### src/rtl/pipe_stage_reg_pkg.sv
// Shared definitions for the pipelined CPU stage registers: hazard-unit
// condition codes, skid FSM state encodings and per-stage widths.
// The skid entry itself is selected with the PIPE_SKID_EN macro in pipe_stage_reg.
package pipe_pkg;

  // Hazard-unit commands; code 3 is reserved and behaves like HOLD
  localparam logic [1:0] COND_FLUSH = 2'd0;
  localparam logic [1:0] COND_LOAD  = 2'd1;
  localparam logic [1:0] COND_HOLD  = 2'd2;

  // Occupancy of the two-entry (skid) stage
  typedef enum logic [1:0] {
    ST_EMPTY = 2'd0,
    ST_ONE   = 2'd1,
    ST_TWO   = 2'd2
  } skid_state_e;

  // Per-stage control/payload widths
  localparam int IFID_CTRL_W  = 1;
  localparam int IFID_DATA_W  = 64;
  localparam int IDEX_CTRL_W  = 9;
  localparam int IDEX_DATA_W  = 133;
  localparam int EXMEM_CTRL_W = 4;
  localparam int EXMEM_DATA_W = 101;
  localparam int MEMWB_CTRL_W = 2;
  localparam int MEMWB_DATA_W = 69;

  // HOLD and the reserved code both have the upper bit set
  function automatic logic cond_is_hold(input logic [1:0] cond);
    return cond[1];
  endfunction

endpackage

### src/rtl/pipe_stage_reg_if.sv
// Handshake and payload bundle between a pipeline stage register and its
// neighbours. master drives the upstream beat and downstream ready,
// slave is the stage register itself.
interface pipe_stage_reg_if #(
  parameter int CTRL_W = 4,
  parameter int DATA_W = 101,
  parameter int CNT_W  = 16
);
  logic [1:0]        cond;
  logic              in_valid;
  logic              in_ready;
  logic [CTRL_W-1:0] in_ctrl;
  logic [DATA_W-1:0] in_data;
  logic              out_valid;
  logic              out_ready;
  logic [CTRL_W-1:0] out_ctrl;
  logic [DATA_W-1:0] out_data;
  logic [CNT_W-1:0]  hold_cnt;

  modport master (
    output cond, in_valid, in_ctrl, in_data, out_ready,
    input  in_ready, out_valid, out_ctrl, out_data, hold_cnt
  );

  modport slave (
    input  cond, in_valid, in_ctrl, in_data, out_ready,
    output in_ready, out_valid, out_ctrl, out_data, hold_cnt
  );
endinterface

### src/rtl/pipe_stage_reg_sat_counter.sv
// Saturating up-counter used for the stage's hold-cycle statistic.
// Sticks at all-ones instead of wrapping; clr is a synchronous clear.
module sat_counter #(
  parameter int W = 16
) (
  input  logic         clk,
  input  logic         rst,
  input  logic         inc,
  input  logic         clr,
  output logic [W-1:0] q
);

  logic [W-1:0] cnt_q;
  logic [W-1:0] cnt_d;

  // Next count: clear wins, otherwise step unless already saturated
  always_comb begin
    cnt_d = cnt_q;
    if (clr) begin
      cnt_d = '0;
    end else if (inc && (cnt_q != {W{1'b1}})) begin
      cnt_d = cnt_q + {{(W-1){1'b0}}, 1'b1};
    end
  end

  // Count register, cleared by the asynchronous reset
  always_ff @(posedge clk or posedge rst) begin
    if (rst) begin
      cnt_q <= '0;
    end else begin
      cnt_q <= cnt_d;
    end
  end

  assign q = cnt_q;

endmodule

### src/rtl/pipe_stage_reg.sv
// Parametrised pipeline stage register (IF/ID, ID/EX, EX/MEM, MEM/WB) with a
// valid/ready handshake steered by the hazard unit (FLUSH/LOAD/HOLD).
// Macro PIPE_SKID_EN: when defined the stage holds two entries and in_ready
// is taken from a flop; when undefined it is a single entry with a
// combinational ready path.
module pipe_stage_reg
  import pipe_pkg::*;
#(
  parameter int CTRL_W     = 4,
  parameter int DATA_W     = 101,
  parameter bit CLEAR_DATA = 1'b1,
  parameter int CNT_W      = 16
) (
  input logic              clk,
  input logic              rst,
  pipe_stage_reg_if.slave  bus
);

  logic              load;
  logic              flush;
  logic              hold;
  logic              accept;
  logic              consume;
  logic              valid_int;
  logic              in_ready_int;

  logic [CTRL_W-1:0] ctrl_q;
  logic [CTRL_W-1:0] ctrl_d;
  logic [DATA_W-1:0] data_q;
  logic [DATA_W-1:0] data_d;

  assign load    = (bus.cond == COND_LOAD);
  assign flush   = (bus.cond == COND_FLUSH);
  assign hold    = cond_is_hold(bus.cond);
  assign accept  = load && bus.in_valid && in_ready_int;
  assign consume = load && valid_int && bus.out_ready;

`ifdef PIPE_SKID_EN

  skid_state_e       state_q;
  skid_state_e       state_d;
  logic              ready_q;
  logic              ready_d;
  logic [CTRL_W-1:0] skid_ctrl_q;
  logic [CTRL_W-1:0] skid_ctrl_d;
  logic [DATA_W-1:0] skid_data_q;
  logic [DATA_W-1:0] skid_data_d;

  // State register; ready_q mirrors "not full" so in_ready has no comb path from out_ready
  always_ff @(posedge clk or posedge rst) begin
    if (rst) begin
      state_q <= ST_EMPTY;
      ready_q <= 1'b1;
    end else begin
      state_q <= state_d;
      ready_q <= ready_d;
    end
  end

  // Next-state: flush empties, hold freezes, load tracks accepts against consumes
  always_comb begin
    state_d = state_q;
    if (flush) begin
      state_d = ST_EMPTY;
    end else if (load) begin
      case (state_q)
        ST_EMPTY: if (accept) state_d = ST_ONE;
        ST_ONE: begin
          if (accept && !consume) begin
            state_d = ST_TWO;
          end else if (consume && !accept) begin
            state_d = ST_EMPTY;
          end
        end
        ST_TWO:   if (consume) state_d = ST_ONE;
        default:  state_d = ST_EMPTY;
      endcase
    end
    ready_d = (state_d != ST_TWO);
  end

  // Outputs decoded from the registered state only
  always_comb begin
    in_ready_int = flush || (load && ready_q);
    valid_int    = (state_q != ST_EMPTY);
  end

  // Head/skid datapath: a parked beat moves to the head when the head is consumed
  always_comb begin
    ctrl_d      = ctrl_q;
    data_d      = data_q;
    skid_ctrl_d = skid_ctrl_q;
    skid_data_d = skid_data_q;
    if (flush) begin
      ctrl_d = '0;
      if (CLEAR_DATA) begin
        data_d = '0;
      end
    end else if (load) begin
      case (state_q)
        ST_EMPTY: begin
          if (accept) begin
            ctrl_d = bus.in_ctrl;
            data_d = bus.in_data;
          end
        end
        ST_ONE: begin
          if (accept && consume) begin
            ctrl_d = bus.in_ctrl;
            data_d = bus.in_data;
          end else if (accept) begin
            skid_ctrl_d = bus.in_ctrl;
            skid_data_d = bus.in_data;
          end
        end
        ST_TWO: begin
          if (consume) begin
            ctrl_d = skid_ctrl_q;
            data_d = skid_data_q;
          end
        end
        default: begin
          ctrl_d = ctrl_q;
        end
      endcase
    end
  end

  // Skid entry storage
  always_ff @(posedge clk or posedge rst) begin
    if (rst) begin
      skid_ctrl_q <= '0;
      skid_data_q <= '0;
    end else begin
      skid_ctrl_q <= skid_ctrl_d;
      skid_data_q <= skid_data_d;
    end
  end

`else

  logic valid_q;
  logic valid_d;

  assign in_ready_int = flush || (load && (!valid_q || bus.out_ready));
  assign valid_int    = valid_q;

  // Single entry: accept replaces the head, a lone consume drops valid only
  always_comb begin
    valid_d = valid_q;
    ctrl_d  = ctrl_q;
    data_d  = data_q;
    if (flush) begin
      valid_d = 1'b0;
      ctrl_d  = '0;
      if (CLEAR_DATA) begin
        data_d = '0;
      end
    end else if (load) begin
      if (accept) begin
        valid_d = 1'b1;
        ctrl_d  = bus.in_ctrl;
        data_d  = bus.in_data;
      end else if (consume) begin
        valid_d = 1'b0;
      end
    end
  end

  // Valid bit of the single entry
  always_ff @(posedge clk or posedge rst) begin
    if (rst) begin
      valid_q <= 1'b0;
    end else begin
      valid_q <= valid_d;
    end
  end

`endif

  // Head control and payload registers
  always_ff @(posedge clk or posedge rst) begin
    if (rst) begin
      ctrl_q <= '0;
      data_q <= '0;
    end else begin
      ctrl_q <= ctrl_d;
      data_q <= data_d;
    end
  end

  sat_counter #(
    .W (CNT_W)
  ) u_hold_cnt (
    .clk (clk),
    .rst (rst),
    .inc (hold),
    .clr (1'b0),
    .q   (bus.hold_cnt)
  );

  assign bus.in_ready  = in_ready_int;
  assign bus.out_valid = valid_int && !hold;
  assign bus.out_ctrl  = ctrl_q;
  assign bus.out_data  = data_q;

endmodule

### src/flat_wrapper.sv
// flat-port wrapper written by rule: the top's interface ports become plain ports
module pipe_stage_reg_flat import pipe_pkg::*;
#(
  parameter int CTRL_W     = 4,
  parameter int DATA_W     = 101,
  parameter bit CLEAR_DATA = 1'b1,
  parameter int CNT_W      = 16
)
  (clk, rst, bus_cond, bus_in_valid, bus_in_ctrl, bus_in_data, bus_out_ready, bus_in_ready, bus_out_valid, bus_out_ctrl, bus_out_data, bus_hold_cnt);
  pipe_stage_reg_if #(.CTRL_W(CTRL_W), .DATA_W(DATA_W), .CNT_W(CNT_W)) bus_i ();
  input logic clk;
  input logic rst;
  input wire logic [$bits(bus_i.cond)-1:0] bus_cond;
  input wire logic [$bits(bus_i.in_valid)-1:0] bus_in_valid;
  input wire logic [$bits(bus_i.in_ctrl)-1:0] bus_in_ctrl;
  input wire logic [$bits(bus_i.in_data)-1:0] bus_in_data;
  input wire logic [$bits(bus_i.out_ready)-1:0] bus_out_ready;
  output wire logic [$bits(bus_i.in_ready)-1:0] bus_in_ready;
  output wire logic [$bits(bus_i.out_valid)-1:0] bus_out_valid;
  output wire logic [$bits(bus_i.out_ctrl)-1:0] bus_out_ctrl;
  output wire logic [$bits(bus_i.out_data)-1:0] bus_out_data;
  output wire logic [$bits(bus_i.hold_cnt)-1:0] bus_hold_cnt;
  assign bus_i.cond = bus_cond;
  assign bus_i.in_valid = bus_in_valid;
  assign bus_i.in_ctrl = bus_in_ctrl;
  assign bus_i.in_data = bus_in_data;
  assign bus_i.out_ready = bus_out_ready;
  assign bus_in_ready = bus_i.in_ready;
  assign bus_out_valid = bus_i.out_valid;
  assign bus_out_ctrl = bus_i.out_ctrl;
  assign bus_out_data = bus_i.out_data;
  assign bus_hold_cnt = bus_i.hold_cnt;
  pipe_stage_reg #(.CTRL_W(CTRL_W), .DATA_W(DATA_W), .CLEAR_DATA(CLEAR_DATA), .CNT_W(CNT_W)) u_core (.clk(clk), .rst(rst), .bus(bus_i));
endmodule
### config.mk
export PLATFORM = sky130hd
export DESIGN_NAME = pipe_stage_reg_flat
export DESIGN_NICKNAME = d
export VERILOG_FILES = /design/src/rtl/pipe_stage_reg_pkg.sv /design/src/rtl/pipe_stage_reg_if.sv /design/src/rtl/pipe_stage_reg_sat_counter.sv /design/src/rtl/pipe_stage_reg.sv /design/src/flat_wrapper.sv
export SDC_FILE = /design/constraint.sdc
export NUM_CORES = 1
export LEC_CHECK = 0
export BUFFER_PORTS_ARGS = -buffer_cell sky130_fd_sc_hd__buf_2
export CAP_MARGIN = 20
export CORE_MARGIN = 5
export CORE_UTILIZATION = 42
export CTS_CLUSTER_DIAMETER = 80
export DETAILED_ROUTE_END_ITERATION = 8
export PLACE_DENSITY = 0.85
export SYNTH_ARGS = -nofsm -noshare
export SYNTH_HDL_FRONTEND = slang
export SYNTH_HIERARCHICAL = 1
export SYNTH_SLANG_ARGS = --single-unit
### constraint.sdc
create_clock -name clk -period 2.75 [get_ports clk]
set_input_delay 0.1375 -clock clk [delete_from_list [all_inputs] [get_ports clk]]
set_output_delay 0.1375 -clock clk [all_outputs]
set_load 0.05 [all_outputs]
==> results.json <==
{
  "place_hpwl_mm": 9.46,
  "hold_path_depth": 3,
  "synth_flop_cell": "dfrtp_1",
  "r2r_setup_slack_ns": 0.80,
  "vias": 4805,
  "post-route-drc-count": 0,
  "numCtsBuffers": 17,
  "peakVddDrop_uv": 609,
  "wirelength_mm": 16.9,
  "initial_utilization_pct": 43.0,
  "worst-setup-path-type": "reg -> reg",
  "routedWlPerCell_microns": 20.1,
  "post-route-period-util_pct": 70.9,
  "fill_cells": 756,
  "hp-start": "bus_cond[0]",
  "leakagePower_nw": 3.88,
  "layout_common_cells": "buf_2 (233), dfrtp_1 (122), dlygate4sd3_1 (106)",
  "hold_violations": 0,
  "ant_nets": 0,
  "cp_cell_sequence": "nand4_1, or4_4, or4_1, a21oi_1",
  "grt_overflow": 0,
  "grt_pass1_vias": 4995,
  "power_density_nw_per_um2": 690,
  "mostFrequentLayoutCell": "buf_2",
  "r2r-end": "u_core/u_hold_cnt/q[13]",
  "finalWorstSetupSlack_ns": 0.801,
  "dp_slack_ns": 0.823,
  "grt_max_degree": 106,
  "clock-sinks": 122,
  "r2r_start": "u_core/u_hold_cnt/q[2]",
  "synth-edff-count": 0,
  "antenna_found_initial": 0,
  "max_stage_delay_ns": 0.58,
  "dieArea_sq_um": 14000,
  "dr.pass1.iters": 5,
  "slew_headroom_pct": 55.0,
  "fmaxAchievable_ghz": 0.513,
  "post_cts_resize_count": 0,
  "finalSetupTns_ns": 0,
  "avgViaCountPerCell": 5.71,
  "port_buffers": 233,
  "clock_latency_ns": 0.40,
  "hold_path.class": "in -> reg",
  "grt_use_total_pct": 23.9,
  "worstSetupEndpointType": "flip-flop",
  "cap_viol_max_count": 0,
  "final_nets": 796,
  "cp_data_arrival_time_ns": 2.27,
  "synthesis.nets": 472,
  "start_kind": "flip-flop",
  "outcome": "completed",
  "drtIter0Drc": 600,
  "htree_levels": 4,
  "io_pins": 234,
  "synthCells": 360,
  "p_total_mw": 5.41,
  "crit_slowest_cell": "or4_4",
  "avgSynthCellArea_sq_um": 13.7,
  "fin_crit_ns": 1.95,
  "die_y_microns": 118,
  "cts_tree": "yes",
  "rows": 39,
  "syn_area_sq_um": 4930,
  "area_delta_synth_final_pct": 59.0,
  "synth_cell_type_count": 36,
  "root_buffer": "clkbuf_16",
  "tightest_slew_ns": 0.670,
  "rsz0062_at_grt": "no",
  "clk_pin_slew_worst_paths_ns": 0.05,
  "ys_async_sr_fraction_pct": 100,
  "drive_gt1_share_pct": 40.5,
  "cts_setup_buffers": 0,
  "die_width_microns": 118,
  "clk_path_buf_depth": 2,
  "yosysWarnings": 6,
  "critical_path_required_ns": 3.07,
  "worstPathMaxFanout": 8,
  "setup_viol": 0,
  "grt_pass1_wl_mm": 27.3,
  "core_area_sq_um": 11500,
  "gp_congestion": 0.868,
  "reg2reg_depth": 4,
  "skew_ns": 0.00386,
  "synth-seq-cells": 122,
  "min_to": "u_core/valid_int",
  "drv_slew": 0,
  "seq_area_frac_synth_pct": 61.9,
  "holdBufCountCts": 106,
  "fin_util_pct": 68.4
}
kinds of logic (layout without fill, tap and decap cells):
kind of cell / after synthesis / count (layout) / share of synthesized area [%]
AOI/OAI and AO/OA: 132 / 132 / 24.5
DFF: 122 / 122 / 61.9
and+or+nand+nor: 57 / 57 / 7.28
buffers and inverters: 44 / 381 / 5.40
muxes: 3 / 3 / 0.659
adders and majority gates: 1 / 1 / 0.254
other: 1 / 2 / 0.0760
routing by layer:
| metal | track usage [%] | share of wire [%] | vias to the layer above |
|---|---|---|---|
| li1 | - | - | 2121 |
| met1 | 28.0 | 38 | 2380 |
| met2 | 41.8 | 52 | 275 |
| met3 | 7.26 | 8.5 | 29 |
| met4 | 7.87 | 1.8 | 0 |
| met5 | 0 | 0 | - |
sequential cells by signal (all words and copies together), names as in the netlist:
| signal | flops |
|---|---|
| u_core/bus.out_data | 101 |
| u_core/u_hold_cnt/q | 16 |
| u_core/bus.out_ctrl | 4 |
| u_core/valid_int | 1 |
synth_stat cells, types with 2 or more instances:
| cell | instances | share of area, % |
|---|---|---|
| nand2b_1 | 3 | 0.38 |
| nor2b_1 | 5 | 0.63 |
| nor2_1 | 3 | 0.23 |
| or4_1 | 6 | 0.91 |
| nand4_1 | 4 | 0.51 |
| dfrtp_1 | 122 | 62 |
| buf_6 | 9 | 2.1 |
| clkbuf_1 | 9 | 0.68 |
| a21oi_1 | 13 | 1.3 |
| buf_2 | 19 | 1.9 |
| o31ai_1 | 5 | 0.76 |
| nor4_1 | 3 | 0.38 |
| o41ai_1 | 2 | 0.36 |
| nor3_1 | 4 | 0.41 |
| nand2_1 | 8 | 0.61 |
| inv_1 | 4 | 0.30 |
| o21ai_0 | 6 | 0.61 |
| a32o_1 | 105 | 21 |
| mux2_2 | 2 | 0.46 |
| nand3_1 | 7 | 0.71 |
| or3_1 | 6 | 0.76 |
cell type report:
type                            instances  area (sq um)  share of cell area [%]
Multi-Input combinational cell        194          1630                    20.8
Clock buffer                           18           439                    5.60
Tap cell                              143           179                    2.28
Clock inverter                         14           195                    2.49
Timing Repair Buffer                  345          2330                    29.7
Inverter                                4          18.8                   0.239
Sequential cell                       122          3050                    38.9
Antenna cell                            1          2.50                  0.0319
worst max-delay path by stage:
stage | startpoint | endpoint | slack [ns] | cells after the start
detailed placement | bus_cond[1] | u_core/bus.out_data[52] | 0.82 | 4
floorplan | u_core/u_hold_cnt/q[0] | u_core/u_hold_cnt/q[0] | 0.61 | 6
global route | u_core/u_hold_cnt/q[11] | u_core/u_hold_cnt/q[12] | 0.74 | 4
finish | u_core/u_hold_cnt/q[2] | u_core/u_hold_cnt/q[13] | 0.80 | 4
CTS | u_core/u_hold_cnt/q[2] | u_core/u_hold_cnt/q[13] | 0.82 | 4
global placement | bus_cond[1] | u_core/bus.out_data[28] | 0.91 | 4
where the power goes:
| part | internal, mW | switching (mW) |
|---|---|---|
| Sequential | 1.92 | 0.0758 |
| Clock | 1.54 | 0.804 |
| Combinational | 0.352 | 0.717 |
stage by stage:
| stage | instance area (sq um) | instances | hold slack (ns) |
|---|---|---|---|
| finish | 7850 | 841 | 0.0366 |
| global route | 7840 | 840 | 0.0404 |
| CTS | 7820 | 839 | 0.0252 |
| detailed placement | 6120 | 701 | 0.293 |
| global placement | 6120 | 701 | 0.273 |
| floorplan | 4940 | 360 | 0.0512 |
critical path, delay by kind of cell (launching register included):
family / cells / cell delay (ns)
AND/OR/NAND/NOR: 3 / 1.25
flip-flops: 1 / 0.44
AO/OA/AOI/OAI: 1 / 0.17
No activity file was read; power rests on OpenSTA's default activity.
